### config.mk
export PLATFORM = sky130hd
export DESIGN_NAME = abs_frame_accumulator
export DESIGN_NICKNAME = d
export VERILOG_FILES = /design/src/rtl/abs_pkg.sv /design/src/rtl/absolute_value.sv /design/src/rtl/abs_frame_accumulator.sv
export SDC_FILE = /design/constraint.sdc
export NUM_CORES = 1
export LEC_CHECK = 0
export ABC_AREA = 1
export ABC_CLOCK_PERIOD_IN_PS = 2000
export CORE_ASPECT_RATIO = 1.4
export CORE_UTILIZATION = 50
export DETAILED_ROUTE_END_ITERATION = 6
export PLACE_DENSITY = 0.8
export SYNTH_ARGS = -nofsm -noshare
export SYNTH_HDL_FRONTEND = slang
export SYNTH_HIERARCHICAL = 1
export SYNTH_SLANG_ARGS = --single-unit
### constraint.sdc
create_clock -name clk -period 2 [get_ports clk]
set_input_delay 0.6 -clock clk [delete_from_list [all_inputs] [get_ports clk]]
set_output_delay 0.6 -clock clk [all_outputs]
set_load 0.005 [all_outputs]
### src/rtl/abs_pkg.sv
// Shared definitions for the absolute-value frame accumulator slice.
package abs_pkg;

   localparam int DATA_W = 8;

   typedef enum logic [1:0] {
      IDLE,
      RUN,
      DONE
   } state_t;

   // Narrowest sum that cannot overflow for a frame of count full-scale magnitudes.
   function automatic int min_sum_w(input int count);
      return DATA_W + $clog2(count);
   endfunction

endpackage

### src/rtl/absolute_value.sv
// Two's-complement magnitude; the result is read as unsigned so 8'h80 maps to 128.
module absolute_value #(
   parameter int WIDTH = 8
) (
   input  logic [WIDTH-1:0] number,
   output logic [WIDTH-1:0] abs_out
);

   always_comb begin
      abs_out = number[WIDTH-1] ? (~number + WIDTH'(1)) : number;
   end

endmodule

### src/rtl/abs_frame_accumulator.sv
// Accepts one frame of signed samples, accumulates the magnitude sum and tracks
// the largest magnitude with its index; results hold until the next start.
module abs_frame_accumulator
   import abs_pkg::*;
#(
   parameter  int COUNT = 8,
   parameter  int SUM_W = 11,
   localparam int IDX_W = $clog2(COUNT)
) (
   input  logic              clk,
   input  logic              rst_n,
   input  logic              start,
   input  logic              in_valid,
   output logic              in_ready,
   input  logic [DATA_W-1:0] in_data,
   output logic              busy,
   output logic              done,
   output logic [SUM_W-1:0]  sum,
   output logic [DATA_W-1:0] max_abs,
   output logic [IDX_W-1:0]  max_idx
);

   if (COUNT < 2 || COUNT > 256) begin : g_bad_count
      $error("abs_frame_accumulator: COUNT must be in 2..256");
   end
   if (SUM_W < min_sum_w(COUNT)) begin : g_bad_sum_w
      $error("abs_frame_accumulator: SUM_W too narrow for COUNT");
   end

   localparam logic [IDX_W-1:0] LAST = IDX_W'(COUNT - 1);

   state_t              state_q, state_d;
   logic [IDX_W-1:0]    cnt_q;
   logic [SUM_W-1:0]    sum_q;
   logic [DATA_W-1:0]   max_q;
   logic [IDX_W-1:0]    idx_q;
   logic [DATA_W-1:0]   mag;
   logic                accept;
   logic                clear;

   absolute_value #(.WIDTH(DATA_W)) u_abs (
      .number  (in_data),
      .abs_out (mag)
   );

   always_comb begin
      state_d  = state_q;
      in_ready = 1'b0;
      busy     = 1'b0;
      done     = 1'b0;
      clear    = 1'b0;
      unique case (state_q)
         IDLE: begin
            if (start) begin
               state_d = RUN;
               clear   = 1'b1;
            end
         end
         RUN: begin
            in_ready = 1'b1;
            busy     = 1'b1;
            if (in_valid && cnt_q == LAST) state_d = DONE;
         end
         DONE: begin
            busy    = 1'b1;
            done    = 1'b1;
            state_d = IDLE;
         end
         default: state_d = IDLE;
      endcase
      accept = in_ready && in_valid;
   end

   always_ff @(posedge clk or negedge rst_n) begin
      if (!rst_n) state_q <= IDLE;
      else        state_q <= state_d;
   end

   always_ff @(posedge clk or negedge rst_n) begin
      if (!rst_n) begin
         cnt_q <= '0;
         sum_q <= '0;
         max_q <= '0;
         idx_q <= '0;
      end else if (clear) begin
         cnt_q <= '0;
         sum_q <= '0;
         max_q <= '0;
         idx_q <= '0;
      end else if (accept) begin
         cnt_q <= cnt_q + IDX_W'(1);
         sum_q <= sum_q + SUM_W'(mag);
         // Strict compare keeps the earliest index on ties.
         if (mag > max_q) begin
            max_q <= mag;
            idx_q <= cnt_q;
         end
      end
   end

   assign sum     = sum_q;
   assign max_abs = max_q;
   assign max_idx = idx_q;

endmodule

==> results of run 1 <==
## cell families (layout without fill, tap and decap cells)
kind of cell / Yosys count / in the layout / share of synthesized area, %
adders and majority gates: 24 / 24 / 15.28
and+or+nand+nor: 142 / 142 / 31.43
buffers and inverters: 40 / 112 / 9.068
xor gates and xnor gates: 3 / 3 / 1.305
AOI/OAI and AO/OA: 31 / 31 / 9.380
DFF: 27 / 27 / 33.54
## layout make-up
class | instances | area [um2] | area share (%)
multi-input cells | 200 | 1655 | 50.77
repair buffers | 75 | 679.4 | 20.84
flip-flops and latches | 27 | 675.6 | 20.72
inverters | 33 | 148.9 | 4.566
well taps | 42 | 52.55 | 1.612
clock buffers | 3 | 41.29 | 1.266
clock inverters | 1 | 7.507 | 0.2302
## synthesized netlist by cell type (3+ instances only)
cell type / number
nand2_1: 78
buf_6: 3
o21ai_1: 3
nand4_1: 11
o21ai_0: 4
nand2_2: 4
inv_1: 32
nand3_1: 22
dfrtp_1: 27
a21oi_1: 12
a22o_1: 3
ha_1: 23
nor2_1: 19
## power groups by stage
stage / Combinational [mW] / Clock [mW] / Sequential, mW
floorplan: 1.11 / 0 / 0.900
global placement: 1.85 / 0 / 0.917
detailed placement: 1.91 / 0 / 0.922
CTS: 2.26 / 0.332 / 0.938
global route: 2.76 / 0.355 / 0.966
finish: 2.55 / 0.345 / 0.947
## through the flow
| step | total power [mW] | utilization [%] | hold WS, ns | std cells |
|---|---|---|---|---|
| 5_1_grt | 4.082 | 87.16 | 0.5580 | 381 |
| 3_3_place_gp | 2.772 | 72.41 | 0.4871 | 369 |
| 6_report | 3.842 | 87.16 | 0.5363 | 381 |
| 2_1_floorplan | 2.007 | - | 0.3044 | 267 |
| 4_1_cts | 3.530 | 81.57 | 0.5337 | 379 |
| 3_5_place_dp | 2.831 | 72.41 | 0.5008 | 369 |
## routing by layer
layer | vias to the layer above | share of wire [%] | global-route usage, %
met2 | 108 | 55 | 55.54
li1 | 1021 | - | -
met3 | 30 | 4.0 | 3.710
met5 | - | 0 | 0
met1 | 1131 | 37 | 30.98
met4 | 0 | 3.9 | 15.00
## timing repair
| action | in CTS | in global routing |
|---|---|---|
| buffers inserted | 5 | 3 |
| hold endpoints to repair | 0 | 0 |
| gates cloned | 1 | 0 |
| endpoints found under the setup margin | 24 | 19 |
| pin swaps | 39 | 38 |
| gates resized for setup | 78 | 52 |
## worst max path at each step
stage	depth (start not counted)	slack, ns	startpoint	endpoint
floorplan	16	-0.05	in_data[1]	max_abs[0]
global placement	14	-0.96	in_data[1]	max_idx[2]
detailed placement	14	-1.05	in_data[1]	max_idx[2]
CTS	17	-0.1	in_data[0]	max_idx[1]
global route	13	-0.22	in_data[6]	sum[9]
finish	15	-0.1	in_data[0]	max_abs[2]
## sequential cells by signal (all words and copies together) (netlist names)
register	count
cnt_q	3
max_abs	8
max_idx	3
state_q	2
sum	11
## worst max-delay path, delay by kind of cell
kind,cells,cell delay [ns]
simple gates,7,0.64
fa+ha+maj,2,0.47
buf+inv,4,0.35
compound gates,2,0.25
==> results.txt, run 1 <==
- At the pin with the least slew margin, the transition time is 0.3729 ns.
* Number of hold buffers added after cts: 0
- Final instance area: 0.003261 mm2
- Synthesis inferred 27 register bits.
* Global-route wire length before repair: 9936 um
* Leading register cell type out of synthesis: dfrtp_1
- Across every metal layer, demand over resource in global routing totals 29.37%.
- For the final database, setup skew stands at 0.003564 ns.
* Period minus WS final: 2.099 ns
- Along the worst hold path, the cell count comes to 2.
* DRC errors left: 0
* Fraction of layout cells with a size suffix above 1: 39.53%
* Cell occurring most often along the worst timing path: nand2_1
- Of the total power, registers draw 24.7%.
* Portion of synthesized cell area occupied by the leading cell type: 33.54%
- The setup check on the worst reg-to-reg path leaves a slack of 0.21 ns.
* Total half-perimeter wirelength after legalization and detailed placement: 3949 um
* Max cap viols: 0
- The synthesized netlist occupies a cell area of 0.002014 mm2.
* Inserted Diodes: 0
- Syn_area_per_cell: 7.545 um2
- Post-synthesis cell type count: 32
- Worst-case headroom to the max-slew limit: 75.14%
- Dividing the detail-routed via count by the number of cells gives 6.010.
* Worst Hold End: max_idx[1]
- Die Y: 77.10 um
- The number of hold-slack violations in the final timing report was 0.
- H-tree lvl count: 1
- Switching power: 1.717 mW
* Commonest non-fill, non-tap cell in the layout: nand2_1
- The area growth from synthesis to layout is 61.86%.
* Cell types occupying the most area after synthesis: dfrtp_1, nand2_1, ha_1
- Entering global routing, the biggest net connects 28 pins.
- Data required time of the critical path: 2.23 ns
* Share of total power consumed by net switching: 44.68%
* Core region area: 0.003741 mm2
- Number of buffers on the longest clock path: 2
* Top cell type by total area after synthesis: dfrtp_1
- Critical Path Source Type: primary input
- The final route contains 2,290 vias.
* Net count of the mapped netlist: 303
* Clk network pwr share: 9.0%
* Cell internal pwr: 2.125 mW
- Clock root buffer: clkbuf_8
* Sequence of cells on the critical path: buf_12 > inv_12 > ha_4 > nand2_2 > o21ai_4 > ha_4 > inv_1 > o21bai_1 > nand2_1 > nand2_1 > nand2_2 > nand2_4 > buf_6 > nand4_1 > nand2_1
* Site row count: 26
- I/O pin total: 37
* Antenna violations before repair: 0
- Setup violations remaining at the end of the flow were counted as 13.
* Synth warnings: 6
- Counting flops with a built-in enable in the synthesized netlist gives 0.
- Setup repair after global routing missed its margin: true
- Setup ws final: -0.09881 ns
- Count of nets left with antenna violations after detail routing: 0
- Placed instance area: 0.002709 mm2
- In the synthesized netlist, the number of instances is 267.
- The die is 55.65 um wide.
* Clock tree from TritonCTS: done
* Period utilisation layout: 104.9%
- Capturing point of the worst reg2reg path: sum[8]
- Clock net sink count: 27
* Cells on worst reg2reg path: 9
- After routing, the total negative slack on setup checks comes to -1.051 ns.
- Number of fillers in the final layout: 188
* Die footprint: 0.004290 mm2
- Buffers on Ports: 36
* Starting DRT DRC Count: 170
* Post-place setup slack: -1.049 ns
- Peak clock frequency supported by timing: 0.4765 GHz
* Max IR drop VDD: 0.8888 mV
- Crit-path slowest cell: ha_4
- CTS Buf Count: 3
- CP max stage delay: 0.29 ns
- After detailed routing, the total wire length is 7258 um.
- Before antenna repair, the detailed router went through 4 iterations.
* Portion of total power attributed to combinational logic: 66.4%
* Synth async-reset ratio: 100.0%
- Leaving out fill and tap cells, the most frequent cells in the layout are nand2_1, buf_4, dfrtp_1.
- Summed over all layers, the global routing overflow is 0.
- Summed over all cells, the static leakage comes to 1.541 nW.
* Routed WL per cell: 19.05 um
* Reg clk slew, reported paths: 0.11 ns
- Worst hold path type: flop to flop
* Worst flop-to-flop path startpoint: sum[0]
* Kind of end point of the critical path: flop
* Data arrival time of the worst path: 2.33 ns
* Final number of max-transition violations: 0
- After the last flow step, the layout net total stands at 376.
- For this configuration, the core starts out at a cell density of 53.85%.
* Weighted congestion at the end of routability-driven global placement: 0.8085
- Dividing total power by cell area gives a power density of 1178 mW/mm2.
- Run status: complete, but fails checks
- The later pin in the worst-skew pair is clocked with a latency of 0.28 ns.
- By startpoint and endpoint, the worst setup path is classified as primary input to flop.
- Launch instance of the worst min-delay path: max_idx[1]
- After synthesis, flip-flops and latches occupy 33.54% of the total area.
- Along the worst path, the maximum fanout reaches 5.
- The checks that failed: setup timing.
* Number of global-route vias before repair: 2,199
Note: power is estimated with default switching activity, not from simulation.
==> run 2, diff against run 1 <==
--- a/config.mk
+++ b/config.mk
@@ -6,7 +6,6 @@
 export NUM_CORES = 1
 export LEC_CHECK = 0
 export ABC_AREA = 1
-export ABC_CLOCK_PERIOD_IN_PS = 2000
 export CORE_ASPECT_RATIO = 1.4
 export CORE_UTILIZATION = 50
 export DETAILED_ROUTE_END_ITERATION = 6
==> results of run 2 <==
The final DEF is identical to that of run 1; final timing and power are the same.
==> run 3, diff against run 2 <==
--- a/config.mk
+++ b/config.mk
@@ -6,6 +6,7 @@
 export NUM_CORES = 1
 export LEC_CHECK = 0
 export ABC_AREA = 1
+export CAP_MARGIN = 30
 export CORE_ASPECT_RATIO = 1.4
 export CORE_UTILIZATION = 50
 export DETAILED_ROUTE_END_ITERATION = 6
==> results of run 3 <==
The final DEF is identical to that of run 1; final timing and power are the same.
